### src/rtl/fetch_pkg.sv
// fetch_pkg: FSM encoding and reset/interrupt PC defaults for the fetch stage.
// Also used by the control unit and the stack.
package fetch_pkg;

   typedef enum logic [1:0] {
      ST_IDLE = 2'd0,
      ST_REQ  = 2'd1,
      ST_DONE = 2'd2,
      ST_ERR  = 2'd3
   } fetch_state_e;

   localparam logic [15:0] NOP_INSTR       = 16'h0000;
   localparam logic [15:0] DEF_RESET_PC    = 16'd0;
   localparam logic [15:0] DEF_IRQ_VEC     = 16'd200;
   localparam int          DEF_TIMEOUT_CYC = 15;

endpackage

### src/rtl/fetch_pc_reg.sv
// fetch_pc_reg: program counter register.
// Load priority: reset > irq_load > branch > increment.
module fetch_pc_reg #(
   parameter int                ADDR_W   = 16,
   parameter logic [ADDR_W-1:0] RESET_PC = '0,
   parameter logic [ADDR_W-1:0] IRQ_VEC  = '0
) (
   input  logic              clk,
   input  logic              reset,
   input  logic              irq_load,
   input  logic              br_load,
   input  logic              inc_load,
   input  logic [ADDR_W-1:0] br_addr,
   output logic [ADDR_W-1:0] pc
);

   always_ff @(posedge clk) begin
      if (reset)
         pc <= RESET_PC;
      else if (irq_load)
         pc <= IRQ_VEC;
      else if (br_load)
         pc <= br_addr;
      else if (inc_load)
         pc <= pc + ADDR_W'(1);
   end

endmodule

### src/rtl/fetch_unit.sv
// fetch_unit: instruction fetch stage, PC owner and program-memory read master.
// Build option FETCH_TIMEOUT_EN adds an ack timeout with a sticky fetch_err flag.
module fetch_unit
   import fetch_pkg::*;
#(
   parameter int                ADDR_W      = 16,
   parameter int                DATA_W      = 16,
   parameter logic [ADDR_W-1:0] RESET_PC    = ADDR_W'(DEF_RESET_PC),
   parameter logic [ADDR_W-1:0] IRQ_VEC     = ADDR_W'(DEF_IRQ_VEC),
   parameter int                TIMEOUT_CYC = DEF_TIMEOUT_CYC
) (
   input  logic              clk,
   input  logic              reset,
   input  logic              cs_fcu,
   input  logic              sel_fcu,
   input  logic [ADDR_W-1:0] br_addr,
   input  logic              irq_load,
   output logic              mem_req,
   output logic [ADDR_W-1:0] mem_addr,
   input  logic [DATA_W-1:0] mem_rdata,
   input  logic              mem_ack,
   output logic [DATA_W-1:0] instr,
   output logic [ADDR_W-1:0] pc,
   output logic              ready_fcu,
   output logic              fetch_err
);

   fetch_state_e      state;
   fetch_state_e      state_n;
   logic              start;
   logic              fetch_done;
   logic              sel_q;
   logic [ADDR_W-1:0] br_q;

`ifdef FETCH_TIMEOUT_EN
   logic [3:0] tmo_cnt;
   logic       tmo_hit;
   logic       err_q;
`endif

   always_comb begin
      state_n    = state;
      start      = 1'b0;
      fetch_done = 1'b0;
`ifdef FETCH_TIMEOUT_EN
      tmo_hit    = 1'b0;
`endif
      case (state)
         ST_IDLE: begin
            if (cs_fcu == 1'b1) begin
               state_n = ST_REQ;
               start   = 1'b1;
            end
         end
         ST_REQ: begin
            if (mem_ack) begin
               state_n    = ST_DONE;
               fetch_done = 1'b1;
            end
`ifdef FETCH_TIMEOUT_EN
            else if (tmo_cnt == 4'(TIMEOUT_CYC - 1)) begin
               state_n = ST_ERR;
               tmo_hit = 1'b1;
            end
`endif
         end
`ifdef FETCH_TIMEOUT_EN
         ST_ERR:  state_n = ST_DONE;
`endif
         ST_DONE: state_n = ST_IDLE;
         default: state_n = ST_IDLE;
      endcase
   end

   always_ff @(posedge clk) begin
      if (reset) begin
         state    <= ST_IDLE;
         mem_req  <= 1'b0;
         mem_addr <= '0;
         instr    <= '0;
         sel_q    <= 1'b0;
         br_q     <= '0;
      end else begin
         state   <= state_n;
         mem_req <= (state_n == ST_REQ);
         if (start) begin
            mem_addr <= pc;
            sel_q    <= sel_fcu;
            br_q     <= br_addr;
         end
         if (fetch_done)
            instr <= mem_rdata;
`ifdef FETCH_TIMEOUT_EN
         else if (tmo_hit)
            instr <= DATA_W'(NOP_INSTR);
`endif
      end
   end

   assign ready_fcu = (state == ST_DONE);

`ifdef FETCH_TIMEOUT_EN
   // Counter idles at zero outside REQ, so it restarts on every REQ entry
   always_ff @(posedge clk) begin
      if (reset) begin
         tmo_cnt <= '0;
         err_q   <= 1'b0;
      end else begin
         if (state != ST_REQ)
            tmo_cnt <= '0;
         else if (!mem_ack)
            tmo_cnt <= tmo_cnt + 4'd1;
         if (state == ST_ERR)
            err_q <= 1'b1;
      end
   end

   assign fetch_err = err_q;
`else
   assign fetch_err = 1'b0;
`endif

   fetch_pc_reg #(
      .ADDR_W   (ADDR_W),
      .RESET_PC (RESET_PC),
      .IRQ_VEC  (IRQ_VEC)
   ) u_pc (
      .clk      (clk),
      .reset    (reset),
      .irq_load (irq_load),
      .br_load  (fetch_done & ~sel_q),
      .inc_load (fetch_done & sel_q),
      .br_addr  (br_q),
      .pc       (pc)
   );

endmodule

### config.mk
export PLATFORM = sky130hd
export DESIGN_NAME = fetch_unit
export DESIGN_NICKNAME = d
export VERILOG_FILES = /design/src/rtl/fetch_pkg.sv /design/src/rtl/fetch_pc_reg.sv /design/src/rtl/fetch_unit.sv
export SDC_FILE = /design/constraint.sdc
export NUM_CORES = 1
export LEC_CHECK = 0
export ABC_AREA = 0
export CORE_AREA = 2 2 86 88
export DETAILED_ROUTE_END_ITERATION = 8
export DIE_AREA = 0 0 88 90
export PLACE_DENSITY = 0.71
export SETUP_SLACK_MARGIN = 0.5
export SYNTH_ARGS = -nofsm -noshare
export SYNTH_HDL_FRONTEND = slang
export SYNTH_SLANG_ARGS = --single-unit
### constraint.sdc
create_clock -name clk -period 1.75 [get_ports clk]
set_clock_uncertainty 0.05 [all_clocks]
set_input_delay 0.525 -clock clk [delete_from_list [all_inputs] [get_ports clk]]
set_output_delay 0.525 -clock clk [all_outputs]
set_load 0.005 [all_outputs]
### After elaboration in Yosys (flattened, before gate mapping)

Cells that the tools add are included.

| cells by class | value |
|---|---|
| shift operators | 0 |
| magnitude comparators | 0 |
| add/sub/neg operators | 1 |
| equal/unequal tests | 3 |
| bitwise operators | 3 |
| divide/modulo/power cells | 0 |
| muxes and demuxes | 10 |
| reduce and logical (&&, ||, !) cells | 4 |
| multipliers | 0 |

Operator list:

| kind | count |
|---|---|
| two-way mux 16 bit | 2 |
| adder 16 x 1 -> 16 bit (second input constant) | 1 |
| two-way mux 8 bit | 1 |
| equality test 2 x 1 -> 1 bit (second input constant) | 2 |
| two-way mux 1 bit | 4 |
| two-way mux 2 bit | 2 |
| one-hot mux 2 bit (2 select lines) | 1 |
| nonzero test 3 bit | 1 |
| AND 1 bit | 2 |
| equality test 2 bit (second input constant) | 1 |
| zero test 2 bit | 1 |
| nonzero test 2 bit | 1 |
| OR reduction 2 bit | 1 |
| inverter 1 bit | 1 |

| word-level totals | value |
|---|---|
| logic and storage cells | 29 |
| memories | 0 |
| register bits after elaboration | 68 |
| memory bits (writable) | 0 |
| latch bits | 0 |
| bits in read-only memories | 0 |
| bits of input ports | 38 |

### Longest topological paths before layout

Gate-level depths: netlist (run 1).

| logic depth | value |
|---|---|
| word-level depth | 6 |
| mapped depth | 6 |
| gate-level depth less buffers | 5 |

### Modules after synthesis

A second synthesis (run 1) with hierarchy kept.

| unflattened totals | value |
|---|---|
| cells, all modules | 345 |
| area total of the unflattened synthesis | 3246.9 um2 |

By module, submodules not included:

| module | area an instance (um2) | cells each | seq. area each (um2) | times used |
|---|---|---|---|---|
| fetch_unit | 2339.7 | 228 | 1041.0 | 1 |
| fetch_pc_reg | 907.1 | 117 | 320.3 | 1 |

### Worst setup path after synthesis (run 1)

Ideal clock, no wire load.

| timing | value |
|---|---|
| path kind | reg2reg |
| from | register u_pc.pc[0] |
| to | register u_pc.pc[14] |
| data arrival time | 1.548 ns |
| path buffers | 0 |
| data required time | 1.632 ns |
| setup slack | 0.083 ns |
| stages on the path, launching flop included | 6 |
| setup time | 0.068 ns |
| cells stage by stage | dfxtp_1 > ha_1 > nand3_1 > nor4_1 > mux2_2 > a21oi_2 |

| between the ends | value |
|---|---|
| longest elaborated chain between the ends | 3 |

Ends and longest elaborated chain:

| what | RTL line | text |
|---|---|---|
| from (decl) | fetch_pc_reg.sv:14 | `output logic [ADDR_W-1:0] pc` |
| from (signal assigned) | fetch_pc_reg.sv:23 | `pc <= br_addr;` |
| from (signal assigned) | fetch_pc_reg.sv:25 | `pc <= pc + ADDR_W'(1);` |
| adder 16 x 1 -> 16 bit | fetch_pc_reg.sv:25 |  |
| two-way mux 16 bit | fetch_pc_reg.sv:24 | `else if (inc_load)` |
| two-way mux 16 bit | fetch_pc_reg.sv:22 | `else if (br_load)` |

Every way passes these cells. The select of a mux whose other input is x is not followed.
A chain may end at the register's enable or synchronous reset.

### Final worst setup path (run 1)

| timing | value |
|---|---|
| from | register u_pc.pc[7] |
| to | register u_pc.pc[11] |

Same word-level chain as after synthesis.

==> impl_metrics.yaml, run 1 <==
outcome:
  outcome: "complete, but fails checks"
  violations: "negative setup slack"
logic_synthesis:
  synth_xor_area_frac: 0
  synth_area_leaders: "dfxtp_1 (48%), nand2_1 (15%), a21oi_1 (10%), clkbuf_1 (2.0%), mux2_2 (2.0%)"
  synth_edf_count: 0
  async_flop_share: 0
  synth_commonest_cells: "nand2_1 (112), dfxtp_1 (68), a21oi_1 (58)"
  synth-seq-cells: 68
  synth_top_family_by_area: "simple AND/OR/NAND/NOR gates"
  synth_compound_area_frac: 0.182
  yosysTopAreaCell: "dfxtp_1"
  synth_fa_ha_area_frac: 0.00442
  synth_area_sq_mm: 0.00283
  synth.mux.area_fraction: 0.0341
  synth_cell_types: 40
  synth-simple-area-share: 0.250
  ys.warnings.count: 0
  synth_nets: 401
  synth_cells: 362
  synthFlopType: "dfxtp_1"
  seq_area_frac_synth: 0.481
  synth_top_area_share: 0.481
  yosys.cell_count.top_type: "nand2_1"
  synth_area_per_cell_sq_um: 7.81
critical_path:
  crit_path_start: "u_pc.pc[7]$_SDFFE_PP0P_"
  r2r_end: "u_pc.pc[11]$_SDFFE_PP0P_"
  crit_path_end: "u_pc.pc[11]$_SDFFE_PP0P_"
  ff2ff_setup_slack_ns: -0.06
  crit_path_max_incr_delay_ns: 0.38
  worstPathCellList: "buf_6 -> nand4_1 -> buf_6 -> nor3_2 -> nand4_1 -> a31oi_1"
  cp-end-kind: "register"
  worstReg2RegStart: "u_pc.pc[7]$_SDFFE_PP0P_"
  arrival_ns: 2.02
  cp-start-kind: "register"
  crit_path_top_delay_cell: "dfxtp_2"
  crit_fanout: 4
  required_ns: 1.96
  path_class: "register to register"
  reg2regPathDepth: 6
clock_tree:
  htreeDepth: 3
  clock_latency_ns: 0.38
  cts_tree: "done"
  cts_inserted_buffers: 9
  hold_buffers: 0
  cts_buffer_depth: 2
  cts.sink_count: 68
  clk_pin_slew_ns: 0.08
  clockRootBuffer: "clkbuf_8"
power_and_ir_drop:
  clkPwrFrac: 0.391
  power_mw: 4.21
  p_sw_frac: 0.280
  cell_internal_pwr_mw: 3.03
  p_leak_nw: 2.56
  ir_drop_uv: 517
  power_density_mw_per_mm2: 707
  power_switching_mw: 1.18
  pwr-share-comb: 0.218
  pwr-share-seq: 0.391
global_routing:
  grt_usage: 0.293
  antenna_found_initial: 0
  grt_max_degree: 23
  grt_pass1_vias: 3518
  grt_pass1_wl_microns: 17900
  grt_overflow: 0
timing:
  max_slew_margin: 0.600
  final.setup.tns_ns: -0.0835
  finalCritPeriodShare: 1.03
  finalWorstSetupSlack_ns: -0.0560
  setup_violations: 2
  worstMarginPinSlew_ns: 0.585
  fin_hold_ws_ns: 0.402
  fin_crit_ns: 1.81
  slew_viol_final: 0
  rsz0062_at_grt: "true"
  max_freq_mhz: 554
  hold_viol: 0
placement:
  io_buffers: 87
  dpl_worst_slack_ns: -0.455
  dp_hpwl_microns: 5430
  routabilityCongestion: 0.827
floorplan:
  ios: 89
  die_w_microns: 88
  core_area_sq_mm: 0.00702
  die_area_sq_mm: 0.00792
  die_y_microns: 90
  start_util: 0.403
  floorplan.rows: 31
detailed_routing:
  vias: 3921
  ant_nets: 0
  wl_per_cell_microns: 23.0
  drt_wl_total_microns: 15100
  remaining_drc_errors: 0
  drt_iter0_drc: 356
  via_per_inst: 6.00
  firstDrtPassIters: 5
final_layout:
  drive_gt1_frac: 0.672
  layout.nets: 590
  fillers: 345
  diodes: 0
  synthToLayoutAreaGrowth_pct: 111
  final_util: 0.849
min_path:
  hp-class: "register to register"
  min-delay-start: "mem_addr[6]$_SDFFE_PP0P_"
flow_run:
  drv_cap: 0
## critical path, delay by kind of cell (launching register included)
family / cells / cell delay, ns
simple gates: 3 / 0.63
flops: 1 / 0.38
buf+inv: 2 / 0.33
compound gates: 1 / 0.30
## worst min-delay path by stage
stage	slack, ns	cells after the start	end
after floorplan	0.38	2	br_q[15]$_SDFFE_PP0P_
after global placement	0.39	2	mem_addr[15]$_SDFFE_PP0P_
after detailed placement	0.40	2	instr[6]$_SDFFE_PP0P_
after CTS	0.40	2	instr[6]$_SDFFE_PP0P_
after global routing	0.42	2	mem_addr[6]$_SDFFE_PP0P_
final	0.40	2	mem_addr[6]$_SDFFE_PP0P_
## what timing repair did
item | 4_1_cts | 5_1_grt
setup buffers | 44 | 29
pin swaps | 48 | 63
cloned | 9 | 2
gates resized for setup | 392 | 134
setup endpoints to repair | 118 | 117
## cells by family (layout without fill, tap and decap cells)
family	Yosys count	in the layout
adders and majority gates	1	1
buffers and inverters	31	223
DFF	68	68
and+or+nand+nor	163	164
other	1	1
muxes	9	9
AOI/OAI and AO/OA	89	89
## final cells by class
cell class / instances / area [sq um] / area share
repair buffers: 203 / 2000 / 0.336
well taps: 99 / 124 / 0.0208
multi-input cells: 264 / 2120 / 0.355
clock inverters: 5 / 100 / 0.0168
flip-flops and latches: 68 / 1460 / 0.245
clock buffers: 10 / 138 / 0.0231
inverters: 5 / 18.8 / 0.00315
## power groups by stage
stage / combinational [mW] / clock (mW) / sequential (mW)
after global routing: 0.948 / 1.71 / 1.65
after CTS: 0.692 / 1.57 / 1.64
after floorplan: 0.215 / 0 / 1.68
after global placement: 0.433 / 0 / 1.68
after detailed placement: 0.439 / 0 / 1.68
final: 0.918 / 1.65 / 1.65
## placed cells by master, fill, tap and decap left out, types with 7 or more instances in the layout
cell type	instances
clkdlybuf4s50_1	34
clkbuf_8	10
dfxtp_2	38
a21oi_2	48
buf_6	73
buf_2	23
a21oi_1	12
nand2_4	43
nand2_2	9
buf_4	60
nand2_1	60
dfxtp_1	17
dfxtp_4	13
nor2_1	7
## through the flow
| stage | instance area (sq um) | instances |
|---|---|---|
| floorplan | 2970 | 362 |
| global placement | 4050 | 555 |
| detailed placement | 4050 | 555 |
| CTS | 5180 | 623 |
| global route | 5960 | 654 |
| finish | 5960 | 654 |
## per-layer routing
layer  track usage  vias to the layer above  wire length (microns)
li1              -                     1627                      -
met1         0.352                     1906                   5710
met2         0.475                      302                   7370
met3        0.0799                       86                   1160
met4         0.138                        0                    811
met5             0                        -                      0
## sequential cells by signal, summed over array words and instances, names as in the netlist
signal and flops:
mem_req 1, sel_q 1, mem_addr 16, instr 16
br_q 16, state 2, u_pc.pc 16
Note: power is estimated with default switching activity, not from simulation.
==> run 2: changes to the inputs <==
CORE_AREA = 2 2 82 84   (was 2 2 86 88)
DIE_AREA = 0 0 84 86   (was 0 0 88 90)
PLACE_DENSITY = 0.74   (was 0.71)
clock period = 1.8 ns   (was 1.75 ns; I/O delays follow)
==> run 2 against run 1 <==
Compared with the run above: the flow still finishes with violations (negative setup slack); global-route usage increased by 4.0 points; power shrank 7.0%; first-iteration DRC count up 31%; register-to-register slack gained 0.02 ns; sequential share of layout area up 1.1 points; via count shrank 0.92%; hold slack better by 0.018 ns; cell count down 7.5%; count of clock-buffer cells in the layout increased by 1; maximum frequency shrank 1.7%; non-clock buffer count decreased by 27.
==> impl_metrics.yaml, run 2 (synthesis results as in run 1) <==
outcome:
  outcome: "complete, but fails checks"
  violations: "negative setup slack"
floorplan:
  start_util: 0.450
  die_area_sq_mm: 0.00722
  floorplan.rows: 29
  ios: 89
  core_area_sq_mm: 0.00628
  die_w_microns: 84
  die_y_microns: 86
placement:
  dp_hpwl_microns: 5430
  io_buffers: 87
  routabilityCongestion: 0.891
power_and_ir_drop:
  cell_internal_pwr_mw: 2.77
  p_sw_frac: 0.292
  power_density_mw_per_mm2: 690
  p_leak_nw: 2.52
  clkPwrFrac: 0.373
  pwr-share-seq: 0.408
  ir_drop_uv: 623
  power_switching_mw: 1.14
  pwr-share-comb: 0.219
clock_tree:
  clk_pin_slew_ns: 0.08
  cts_inserted_buffers: 9
  clockRootBuffer: "clkbuf_8"
  cts_buffer_depth: 2
  htreeDepth: 3
  clock_latency_ns: 0.37
  cts.sink_count: 68
  cts_tree: "done"
global_routing:
  grt_pass1_wl_microns: 18600
  grt_usage: 0.333
  grt_max_degree: 21
  grt_overflow: 0
  grt_pass1_vias: 3527
  antenna_found_initial: 0
final_layout:
  diodes: 0
  drive_gt1_frac: 0.653
  final_util: 0.904
  layout.nets: 562
  layout_commonest_cell: "nand2_1"
  fillers: 248
  synthToLayoutAreaGrowth_pct: 101
  final_cell_mix: "nand2_1 (59), a21oi_2 (55), buf_6 (55)"
min_path:
  hp-class: "register to register"
timing:
  fin_crit_ns: 1.84
  final.setup.tns_ns: -0.0612
  slew_viol_final: 0
  finalWorstSetupSlack_ns: -0.0369
  setup_violations: 2
  rsz0062_at_grt: "true"
  hold_viol: 0
  max_freq_mhz: 544
  finalCritPeriodShare: 1.02
detailed_routing:
  via_per_inst: 6.42
  firstDrtPassIters: 6
  ant_nets: 0
  drt_iter0_drc: 468
  remaining_drc_errors: 0
  wl_per_cell_microns: 26.2
  vias: 3885
  drt_wl_total_microns: 15800
critical_path:
  cpLargestDelayFamily: "simple AND/OR/NAND/NOR gates"
  crit_path_max_incr_delay_ns: 0.42
  path_buf_inv: 1
  cp-start-kind: "register"
  crit_fanout: 7
  arrival_ns: 2.06
  crit_path_top_delay_cell: "or3_1"
  cp-end-kind: "register"
  path_class: "register to register"
  worstPathCellList: "buf_6 -> nand3b_1 -> or3_1 -> mux2_4 -> a21oi_2"
  required_ns: 2.02
flow_run:
  drv_cap: 0
[run 2: cell count changes in the layout (fill, tap and decap cells not counted), sizes merged]
cell | before | now
buf | 166 | 140
bufinv | 3 | 2
clkdlybuf4s15 | 0 | 1
clkinv | 2 | 3
dlygate4sd2 | 2 | 1
nand3b | 3 | 2
[run 2: what timing repair did]
item / CTS / global route
resized for setup: 349 / 162
cloned: 8 / 0
setup endpoints to repair: 116 / 115
setup buffers: 43 / 15
hold buffers: 0 / 0
hold endpoints to repair: 0 / 0
pin swaps: 39 / 90
[run 2: layer usage]
metal	global-route usage	wire, microns	vias up
met1	0.376	5480	1853
met4	0.204	1220	0
li1	-	-	1571
met3	0.0799	1650	132
met2	0.571	7480	329
met5	0	0	-
[run 2: cell type report]
class | instances | area, sq um | area share
clock buffers | 11 | 141 | 0.0249
clock inverters | 5 | 75.1 | 0.0132
inverters | 5 | 18.8 | 0.00331
multi-input cells | 263 | 2150 | 0.379
flip-flops and latches | 68 | 1450 | 0.256
well taps | 77 | 96.3 | 0.0170
repair buffers | 176 | 1740 | 0.307
[run 2: final timing paths]
check	startpoint	endpoint	slack, ns	depth (start not counted)
min	mem_addr[5]$_SDFFE_PP0P_	mem_addr[5]$_SDFFE_PP0P_	0.42	2
max reg2reg	state[1]$_SDFF_PP0_	u_pc.pc[14]$_SDFFE_PP0P_	-0.04	5
min reg2reg	mem_addr[5]$_SDFFE_PP0P_	mem_addr[5]$_SDFFE_PP0P_	0.42	2
max	state[1]$_SDFF_PP0_	u_pc.pc[14]$_SDFFE_PP0P_	-0.04	5
[run 2: worst reg2reg max path, stage by stage (launching register included)]
cell      delay, ns
dfxtp_2        0.34
buf_6          0.12
nand3b_1       0.33
or3_1          0.42
mux2_4         0.28
a21oi_2        0.21
[run 2: stage by stage]
stage	hold slack, ns	worst slack, ns	std cells	instance area (sq um)	power, mW
3_3_place_gp	0.391	-0.375	523	3950	2.04
2_1_floorplan	0.381	0.277	362	2960	1.84
5_1_grt	0.422	-0.0584	605	5680	3.98
3_5_place_dp	0.394	-0.513	523	3950	2.05
6_report	0.419	-0.0369	605	5680	3.92
4_1_cts	0.390	0.166	590	4900	3.62
[run 2: power groups by stage]
stage / clock [mW] / sequential, mW / combinational (mW)
floorplan: 0 / 1.63 / 0.207
CTS: 1.41 / 1.59 / 0.623
finish: 1.46 / 1.60 / 0.858
global placement: 0 / 1.64 / 0.409
global route: 1.50 / 1.60 / 0.877
detailed placement: 0 / 1.64 / 0.415
==> run 3: changes to the inputs <==
CORE_AREA = 4 4 84 86   (was 2 2 82 84)
DIE_AREA = 0 0 88 90   (was 0 0 84 86)
==> run 3 against run 2 <==
Compared with the run above: the run now ends clean; first-iteration DRC count fell by 3.4%; combinational power rose by 2.6%; critical path depth rose by 1; power rose by 2.7%; core utilization rose by 2.6 points; sequential share of layout area fell by 0.63 points; hold slack got worse by 0.011 ns; final area rose by 2.9%; count of clock-buffer cells in the layout fell by 1; cell count rose by 1.7%.
==> impl_metrics.yaml, run 3 (synthesis results as in run 1) <==
global_routing:
  grt_overflow: 0
  antenna_found_initial: 0
  grt_pass1_vias: 3394
  grt_pass1_wl_microns: 18100
  grt_usage: 0.298
  grt_max_degree: 23
timing:
  fin_crit_ns: 1.75
  setup_violations: 0
  finalCritPeriodShare: 0.970
  finalWorstSetupSlack_ns: 0.0543
  hold_viol: 0
  rsz0062_at_grt: "true"
  max_freq_mhz: 573
  final.setup.tns_ns: 0
  slew_viol_final: 0
  fin_hold_ws_ns: 0.408
critical_path:
  crit_path_frequent_cell: "buf_6"
  crit_fanout: 5
  required_ns: 2.06
  crit_path_max_incr_delay_ns: 0.39
  cp-end-kind: "register"
  crit_path_top_delay_cell: "nor4_4"
  path_class: "register to register"
  worstPathCellList: "buf_6 -> nand4_1 -> buf_6 -> nor4_4 -> mux2_4 -> a21oi_1"
  cp-start-kind: "register"
  arrival_ns: 2.00
power_and_ir_drop:
  ir_drop_uv: 1180
  pwr-share-seq: 0.399
  pwr-share-comb: 0.219
  p_leak_nw: 2.51
  power_density_mw_per_mm2: 689
  power_switching_mw: 1.19
  cell_internal_pwr_mw: 2.84
  clkPwrFrac: 0.382
  power_mw: 4.02
  p_sw_frac: 0.295
final_layout:
  fillers: 188
  layout.nets: 572
  diodes: 0
  final_cell_mix: "buf_6 (60), nand2_1 (57), buf_4 (55)"
  layout_commonest_cell: "buf_6"
  drive_gt1_frac: 0.669
  final_util: 0.930
  synthToLayoutAreaGrowth_pct: 107
detailed_routing:
  drt_iter0_drc: 452
  wl_per_cell_microns: 26.0
  remaining_drc_errors: 0
  firstDrtPassIters: 5
  vias: 3994
  drt_wl_total_microns: 16000
  ant_nets: 0
  via_per_inst: 6.49
placement:
  routabilityCongestion: 0.846
  dp_hpwl_microns: 5590
  io_buffers: 87
  dpl_worst_slack_ns: -0.516
floorplan:
  start_util: 0.450
  die_y_microns: 90
  die_area_sq_mm: 0.00792
  die_w_microns: 88
  ios: 89
  core_area_sq_mm: 0.00628
  floorplan.rows: 29
clock_tree:
  clock_latency_ns: 0.38
  cts_buffer_depth: 2
  cts_tree: "done"
  cts_inserted_buffers: 9
  clk_pin_slew_ns: 0.08
  clockRootBuffer: "clkbuf_8"
  hold_buffers: 0
  htreeDepth: 3
  cts.sink_count: 68
flow_run:
  drv_cap: 0
outcome:
  outcome: "completed"
min_path:
  hp-class: "register to register"
run 3: metrics by stage:
stage          std cells  area, sq um
2_1_floorplan        362         2960
3_3_place_gp         522         3930
4_1_cts              588         4940
3_5_place_dp         522         3930
5_1_grt              615         5840
6_report             615         5840
run 3: worst max-delay path, delay by kind of cell (launching register included):
| family | cells | cell delay, ns |
|---|---|---|
| buffers and inverters | 2 | 0.27 |
| flip-flops | 1 | 0.37 |
| multiplexers | 1 | 0.34 |
| AND/OR/NAND/NOR | 2 | 0.51 |
| AO/OA/AOI/OAI | 1 | 0.12 |
run 3: per-layer routing:
metal | GRT usage | share of wire
met3 | 0.0768 | 0.11
met4 | 0.141 | 0.086
met2 | 0.478 | 0.46
met5 | 0 | 0
met1 | 0.366 | 0.34
run 3: final cells by class:
class / instances / area, sq um / area share
Timing Repair Buffer: 185 / 1880 / 0.322
Multi-Input combinational cell: 264 / 2150 / 0.368
Tap cell: 77 / 96.3 / 0.0165
Clock inverter: 6 / 85.1 / 0.0146
Sequential cell: 68 / 1460 / 0.250
Clock buffer: 10 / 149 / 0.0255
Inverter: 5 / 18.8 / 0.00321
run 3: what timing repair did:
action,4_1_cts,5_1_grt
setup endpoints to repair,116,116
setup buffers,42,26
pin swaps,40,73
cloned,8,1
resized for setup,351,171
run 3: power groups by stage:
| stage | sequential (mW) | combinational (mW) | clock [mW] |
|---|---|---|---|
| final | 1.61 | 0.880 | 1.54 |
| after CTS | 1.59 | 0.615 | 1.47 |
| after floorplan | 1.63 | 0.207 | 0 |
| after global placement | 1.64 | 0.402 | 0 |
| after global routing | 1.61 | 0.902 | 1.59 |
| after detailed placement | 1.64 | 0.410 | 0 |
run 3: path summary, 6_finish.rpt:
path	start	end	slack (ns)	depth (start not counted)
setup / recovery	u_pc.pc[9]$_SDFFE_PP0P_	u_pc.pc[15]$_SDFFE_PP0P_	0.05	6
hold / removal	mem_addr[4]$_SDFFE_PP0P_	mem_addr[4]$_SDFFE_PP0P_	0.41	2
setup reg to reg	u_pc.pc[9]$_SDFFE_PP0P_	u_pc.pc[15]$_SDFFE_PP0P_	0.05	6
hold reg to reg	mem_addr[4]$_SDFFE_PP0P_	mem_addr[4]$_SDFFE_PP0P_	0.41	2
